## config.mk

```make
export PLATFORM = sky130hd
export DESIGN_NAME = fetch_unit
export DESIGN_NICKNAME = d
export VERILOG_FILES = /design/src/rtl/fetch_unit.sv
export SDC_FILE = /design/constraint.sdc
export NUM_CORES = 1
export LEC_CHECK = 0
export ABC_AREA = 1
export CAP_MARGIN = 5
export CORE_MARGIN = 2
export CORE_UTILIZATION = 45
export CTS_CLUSTER_DIAMETER = 200
export CTS_CLUSTER_SIZE = 24
export DETAILED_ROUTE_END_ITERATION = 10
export GPL_TIMING_DRIVEN = 0
export PLACE_DENSITY_LB_ADDON = 0.3
export SLEW_MARGIN = 10
export SYNTH_ARGS = -nofsm -noshare
export SYNTH_HDL_FRONTEND = slang
export SYNTH_SLANG_ARGS = --single-unit
```

## constraint.sdc

```tcl
create_clock -name clk -period 2.2 [get_ports clk]
set_clock_uncertainty 0.1 [all_clocks]
set_input_delay 0.44 -clock clk [delete_from_list [all_inputs] [get_ports clk]]
set_output_delay 0.44 -clock clk [all_outputs]
set_load 0.01 [all_outputs]
```

## src/rtl/fetch_unit.sv

```systemverilog
// Instruction fetch stage: owns the fetch PC, issues word reads to imem, queues returned words for the core.
// Latency: request accepted in T -> instr_valid in T+2; redirect in T -> new-stream instr_valid in T+3.
// Backpressure: requests are credit-limited by free queue slots; instr/instr_pc hold while !instr_ready.
module fetch_unit #(
  parameter logic [31:0] RESET_PC = 32'h0000_0000,
  parameter int          QDEPTH   = 2
) (
  input  logic        clk,
  input  logic        rst,
  output logic        imem_req,
  output logic [31:0] imem_addr,
  input  logic        imem_ready,
  input  logic [31:0] imem_rdata,
  output logic        instr_valid,
  input  logic        instr_ready,
  output logic [31:0] instr,
  output logic [31:0] instr_pc,
  input  logic        redirect,
  input  logic [31:0] redirect_pc,
  output logic        fetch_err
);

  localparam int            AW = $clog2(QDEPTH);
  localparam logic [AW+1:0] QD = (AW+2)'(QDEPTH);

  typedef enum logic {RUN = 1'b0, HALT = 1'b1} state_t;

  state_t        state, state_nxt;
  logic [31:0]   pc, pc_nxt;
  logic          err, err_nxt;

  // One outstanding read at most per cycle; req_addr remembers which word is coming back.
  logic          inflight;
  logic [31:0]   req_addr;

  logic [31:0]   q_instr [QDEPTH];
  logic [31:0]   q_pc    [QDEPTH];
  logic [AW-1:0] head, tail;
  logic [AW:0]   count;

  logic          pop, push, accept;
  logic [AW+1:0] used, limit;

  assign instr_valid = (state == RUN) && (count != '0);
  assign pop         = instr_valid && instr_ready;
  // A response landing in the redirect cycle belongs to the old stream and is dropped.
  assign push        = inflight && !redirect;
  assign accept      = imem_req && imem_ready;

  assign imem_addr   = pc;
  assign instr       = q_instr[head];
  assign instr_pc    = q_pc[head];
  assign fetch_err   = err;

  // Credit check: slots already claimed (queued + in flight) minus this cycle's pop must leave room.
  always_comb begin
    used  = {1'b0, count} + {{(AW+1){1'b0}}, inflight};
    limit = QD + {{(AW+1){1'b0}}, pop};
  end

  // Next-state, next-PC and request generation; redirect overrides everything.
  always_comb begin
    state_nxt = state;
    pc_nxt    = pc;
    err_nxt   = err;
    imem_req  = 1'b0;
    if (rst && (state == RUN) && !redirect && (used < limit)) begin
      imem_req = 1'b1;
    end
    if (redirect) begin
      pc_nxt = {redirect_pc[31:2], 2'b00};
      if (redirect_pc[1:0] == 2'b00) begin
        state_nxt = RUN;
        err_nxt   = 1'b0;
      end else begin
        state_nxt = HALT;
        err_nxt   = 1'b1;
      end
    end else if (imem_req && imem_ready) begin
      pc_nxt = pc + 32'd4;
    end
  end

  // FSM state, fetch PC and sticky error flag.
  always_ff @(posedge clk or negedge rst) begin
    if (!rst) begin
      state <= RUN;
      pc    <= RESET_PC;
      err   <= 1'b0;
    end else begin
      state <= state_nxt;
      pc    <= pc_nxt;
      err   <= err_nxt;
    end
  end

  // Track the single outstanding read; no request is accepted in a redirect cycle, so none survives it.
  always_ff @(posedge clk or negedge rst) begin
    if (!rst) begin
      inflight <= 1'b0;
      req_addr <= '0;
    end else begin
      inflight <= accept;
      if (accept) begin
        req_addr <= pc;
      end
    end
  end

  // Instruction queue: circular buffer with flush on redirect.
  always_ff @(posedge clk or negedge rst) begin
    if (!rst) begin
      head  <= '0;
      tail  <= '0;
      count <= '0;
      for (int i = 0; i < QDEPTH; i++) begin
        q_instr[i] <= '0;
        q_pc[i]    <= '0;
      end
    end else if (redirect) begin
      head  <= '0;
      tail  <= '0;
      count <= '0;
    end else begin
      if (push) begin
        q_instr[tail] <= imem_rdata;
        q_pc[tail]    <= req_addr;
        tail          <= tail + 1'b1;
      end
      if (pop) begin
        head <= head + 1'b1;
      end
      if (push && !pop) begin
        count <= count + 1'b1;
      end else if (pop && !push) begin
        count <= count - 1'b1;
      end
    end
  end

endmodule

```

; After elaboration in Yosys (flattened, before gate mapping)
; Index checks and enable logic that the tools add are counted.
[totals]
register_bits = 198
inputBits = 69
out_inout_bits = 99
elab_cells = 67
[classes]
addsub = 7
magnitude_cmp = 4
n_mux = 21
bitwise_logic = 4
n_reduce_logical = 20
[op_table]
columns = operator, count
row1 = 32-bit two-way mux, 9
row2 = 64-bit bitwise mux, 2
row3 = 32-bit by 3-bit adder with 32-bit output (second input constant), 1
row4 = 32-bit demux with 1-bit select, 1
row5 = 1-bit logical AND, 10
row6 = 2-bit nonzero test, 4
row7 = 1-bit two-way mux, 6
row8 = 2-bit two-way mux, 3
row9 = 2-bit >= comparator (second input constant), 2
row10 = 1-bit inverter with 2-bit output, 2
row11 = 2-bit by 1-bit adder with 3-bit output, 1
row12 = 2-bit by 1-bit adder with 3-bit output (first input constant), 1
row13 = 1-bit zero test, 3
row14 = 3-bit less-than comparator, 1
row15 = 3-bit nonzero test, 1
row16 = 1-bit adder (second input constant), 2
row17 = 2-bit by 1-bit adder with 2-bit output (second input constant), 1
row18 = 2-bit zero test, 1
row19 = 2-bit by 1-bit less-than comparator with 1-bit output (second input constant), 1
row20 = 1-bit inverter, 2
row21 = 2-bit AND reduction, 1
row22 = 2-bit by 1-bit subtractor with 2-bit output (second input constant), 1

; Longest topological paths before layout
[logic_depth]
depth_word = 10
mapped_depth = 10
mapped_depth_nobuf = 10

; Worst setup path after synthesis
; No wires, ideal clock.
[synth_timing]
path_kind = register -> register
start = register count[0]
end = register pc[16] (netlist: imem_addr[16])
setup_ns = 0.125
arrival_ns = 1.547
required_time_ns = 1.975
path_slack_ns = 0.428
path_stages_with_launch = 11
path_buffers = 2
synth_period_minus_slack_ns = 1.772
path_cell_list = dfrtp_1 ha_1 ha_1 nor2_1 nand2_1 nor2_1 nand3_2 buf_6 buf_6 nand3_1 nand3_1
[synth_between]
elab_chain_len = 9
word_cells_on_any_way = 10
classes_between = 2 x add/sub / 1 x order compare / 1 x mux / 6 x reduce/logical
[synth_lines]
columns = item, line_no
row1 = "start, declared", 39  ; logic [AW:0] count;
row2 = "start signal, assigned", 134  ; count <= count + 1'b1;
row3 = "start signal, assigned", 136  ; count <= count - 1'b1;
row4 = 2-bit nonzero test, 44  ; assign instr_valid = (state == RUN) && (count != '0);
row5 = 1-bit logical AND, 44
row6 = 1-bit logical AND, 45  ; assign pop = instr_valid && instr_ready;
row7 = 2-bit by 1-bit adder with 3-bit output, 58  ; limit = QD + {{(AW+1){1'b0}}, pop};
row8 = 3-bit less-than comparator *, 67  ; if (rst && (state == RUN) && !redirect && (used < limit)) begin
row9 = 1-bit logical AND *, 67
row10 = 1-bit two-way mux *, 67
row11 = 1-bit logical AND *, 79  ; end else if (imem_req && imem_ready) begin
row12 = 2-bit nonzero test (no source line) *, n/a
row13 = "end signal, assigned", 92  ; pc <= pc_nxt;
row14 = "end, declared", 29  ; logic [31:0] pc, pc_nxt;
; Every way passes the cells marked *; elsewhere a longest branch is shown, timed or not.
; A chain may end at the register's enable or synchronous reset.

; Worst setup path in the final report
[layout_timing]
start = register count[0]
end = output imem_req
[layout_between]
elab_chain_len = 7
word_cells_on_any_way = 8
classes_between = 2 x add/sub / 1 x order compare / 1 x mux / 4 x reduce/logical
[layout_lines]
columns = item, line_no
row1 = 2-bit nonzero test, 44
row2 = 1-bit logical AND, 44
row3 = 1-bit logical AND, 45
row4 = 2-bit by 1-bit adder with 3-bit output, 58
row5 = 3-bit less-than comparator *, 67
row6 = 1-bit logical AND *, 67
row7 = 1-bit two-way mux *, 67
row8 = "end, declared", 10  ; output logic imem_req,
; Marks and branches as above.

==> summary.txt <==
Setup path
  – Req. time, crit path: 1660 ps
  – CP Launch Type: register
  – Bufs and invs on worst path: 2
  – Nature of the critical path endpoint: primary output
  – Worst reg-to-reg setup slack: 100 ps
  – CP Class: register to primary output
  – Slowest cell on crit path: dfrtp_1
  – Worst-path cell chain: ha_2 -> ha_4 -> nand2_1 -> nand2_2 -> inv_2 -> buf_6
  – Max FO, Critical Path: 2
  – WP data arrival: 1690 ps
  – Top cell family by delay on the critical path: adder cells
  – Max incr delay on CP: 390 ps

Synthesis
  – Top post-synthesis cells by area: dfrtp_1 53%, nand2_1 21%, o21ai_0 6.1%
  – Sequential-to-total area share from yosys stat: 52.84%
  – Post-synthesis adder-cell area fraction: 0.4172%
  – Top cells by count, synth: 501 x nand2_1, 190 x dfrtp_1, 109 x o21ai_0
  – Simple-gate share of the synthesized area: 27.51%
  – Synth top area share: 52.84%
  – Ys flop type: dfrtp_1
  – Most frequent cell after synthesis: nand2_1
  – Cells after Synth: 1175
  – Synthesized cell area: 8997 um^2
  – Netlist cell types: 29
  – Mux cell area share after synthesis: 0.1252%
  – EDFF count, synth: 0
  – Synth Warn #: 0
  – Largest family of logic cells by synthesized area: simple AND/OR/NAND/NOR gates
  – Complex-gate fraction of the synthesized area: 9.915%
  – Xor/xnor cell area share of the yosys netlist: 0.6814%
  – Syn avg cell area: 7.657 um^2
  – Post-synth top area cell: dfrtp_1
  – Synth Register Bits: 190
  – Async set-reset flop share out of synthesis: 100.0%

Placed design
  – RD Place Congestion: 0.9367
  – Placement Cell Area: 11000 um^2
  – I/O Buffers: 163
  – Final HPWL DP: 16.76 mm
  – Placed Cells: 1607

Final layout
  – Area growth, synth to finish: 32.10%
  – Fin cells: 1654
  – Share of cells above drive strength 1: 10.66%
  – N_diodes: 0
  – Fill cells: 1802
  – Fin util: 60.87%
  – Final instance area: 11890 um^2
  – Nets@finish: 1449

Detailed routing
  – DR DRC count: 0
  – Vias: 8145
  – DR iter-0 viols: 483
  – Drt pass-1 iters: 9
  – Drt wl/cell: 14.60 um
  – Drt via density: 4.924
  – Routed WL: 24.15 mm
  – Post-detailed-route count of antenna-violating nets: 0

Clock network
  – Longest Clk Path Bufs: 2
  – CTS Buf Count: 17
  – CTS tree: yes
  – Clk Latency, worst-skew pair: 430 ps
  – H-tree depth: 4
  – Clk slew on worst S/H paths: 70 ps
  – Clk root buf: clkbuf_16
  – Clk sinks: 190

STA
  – Final worst setup slack: -30.30 ps
  – Fin crit share: 101.4%
  – Final Hold Viols: 46
  – Min Hold Slack: -222.9 ps
  – Max frequency: 0.4484 GHz
  – Worst Tran Pin Value: 500.1 ps
  – Min Tclk post-route: 2230 ps
  – Rel. slew slack: 66.66%
  – Sum Neg Setup Slack: -30.30 ps
  – Final setup fails: 1
  – Slew Viols, Final: 0
  – RSZ-0062 raised after global routing: true

Floorplanning
  – Die Y: 145.4 um
  – Core area: 19530 um^2
  – Row cnt: 51
  – Initial core utilization: 46.08%
  – Num ports: 168
  – Chip width: 145.4 um
  – Total Die Area: 21140 um^2

Run status
  – Status: finished, violations left
  – Failing checks: hold timing, setup timing

Flow run
  – # Max-Cap Violations: 0

Power and ir drop
  – Pwr Density: 912.6 nW/um^2
  – Worst VDD drop: 0.5880 mV
  – Leakage: 6.037 nW

Global route
  – Largest net degree at the start of global routing: 96
  – Initial antenna violation count: 0
  – First-pass GRT wire length: 39.58 mm
  – Number of global-route vias before repair: 7827
  – Total grt overflow: 0
  – Tot GR Track Use: 23.24%

Hold path
  – Hold WC Path Type: input pin to asynchronous set/reset pin
==> path summary, 6_finish.rpt <==
path                               from            end  depth (start not counted)
setup / recovery               count[0]       imem_req                          6
hold reg to reg            req_addr[24]   req_addr[24]                          2
setup reg to reg               count[0]  imem_addr[15]                         13
hold / removal                      rst    q_instr[14]                          1
max in group asynchronous           rst    q_instr[45]                          3
min in group clk           req_addr[24]   req_addr[24]                          2
==> logic make-up after synthesis <==
group,after synthesis
simple gates,625
flops,190
compound gates,175
buf+inv,173
xor+xnor,7
fa+ha+maj,3
other cells,1
mux,1
==> stage by stage <==
stage	setup slack, ps	power (mW)
after floorplan	428.0	6.241
after CTS	-46.02	10.92
after detailed placement	-842.9	7.819
final	-30.30	10.85
after global placement	-7118	7.728
after global routing	-100.0	11.54
==> report_power, final <==
group	internal (mW)	leakage, nW	total, mW	switching [mW]
sequential	4.26	2.47	4.75	0.488
combinational	1.32	3.27	2.91	1.59
clock	1.90	0.297	3.19	1.29
==> registers in the layout, indices dropped and copies added (netlist names) <==
name       cells
imem_addr     30
head           1
inflight       1
req_addr      30
q_pc          60
q_instr       64
count          2
fetch_err      1
tail           1
==> per-layer routing <==
metal	global-route usage, %	up-vias	wire length [um]
met4	5.931	0	330
met1	32.72	3756	10760
met2	36.82	299	11290
li1	-	4065	-
met5	0	-	0
met3	5.110	25	1773
==> cells in the final DEF (no fill, tap or decap), drive strengths merged <==
cell and n:
dfrtp 190, clkbuf 55, bufinv 3, dlygate4sd2 36
o211ai 2, or2 1, o21ai 169, buf 66
xnor2 2, and2 1, ha 3, xor2 5
dlygate4sd3 1, nor3 1, a21oi 4, nand2 504
clkinvlp 3, nor2 44, clkdlybuf4s15 7, clkdlybuf4s50 98
nand3 72, clkinv 5, nand4 2, bufbuf 1
mux2 1, inv 109, conb 4
==> area by class of cell <==
type	instances	area, um^2	area share, %
multi-input combinational	815	3545	29.82
sequential	190	4756	40.01
timing repair buffer	181	1742	14.65
clock inverter	10	136.4	1.147
clock buffer	21	480.5	4.043
buffer	62	476.7	4.011
tap	265	331.6	2.790
inverter	110	417.9	3.516
==> worst reg2reg max path, delay by kind of cell, from the launching register on <==
kind	cells	cell delay, ps
buffers and inverters	5	640
adders and majority gates	2	360
DFF	1	390
and+or+nand+nor	6	490
==> repair_timing <==
| action | CTS | global route |
|---|---|---|
| gates resized for setup | 149 | 49 |
| hold endpoints to repair | 93 | 93 |
| setup buffers | 11 | 2 |
| cloned | 1 | 1 |
| endpoints found under the setup margin | 120 | 90 |
| pin swaps | 2 | 2 |
(Power assumes the default switching activity.)
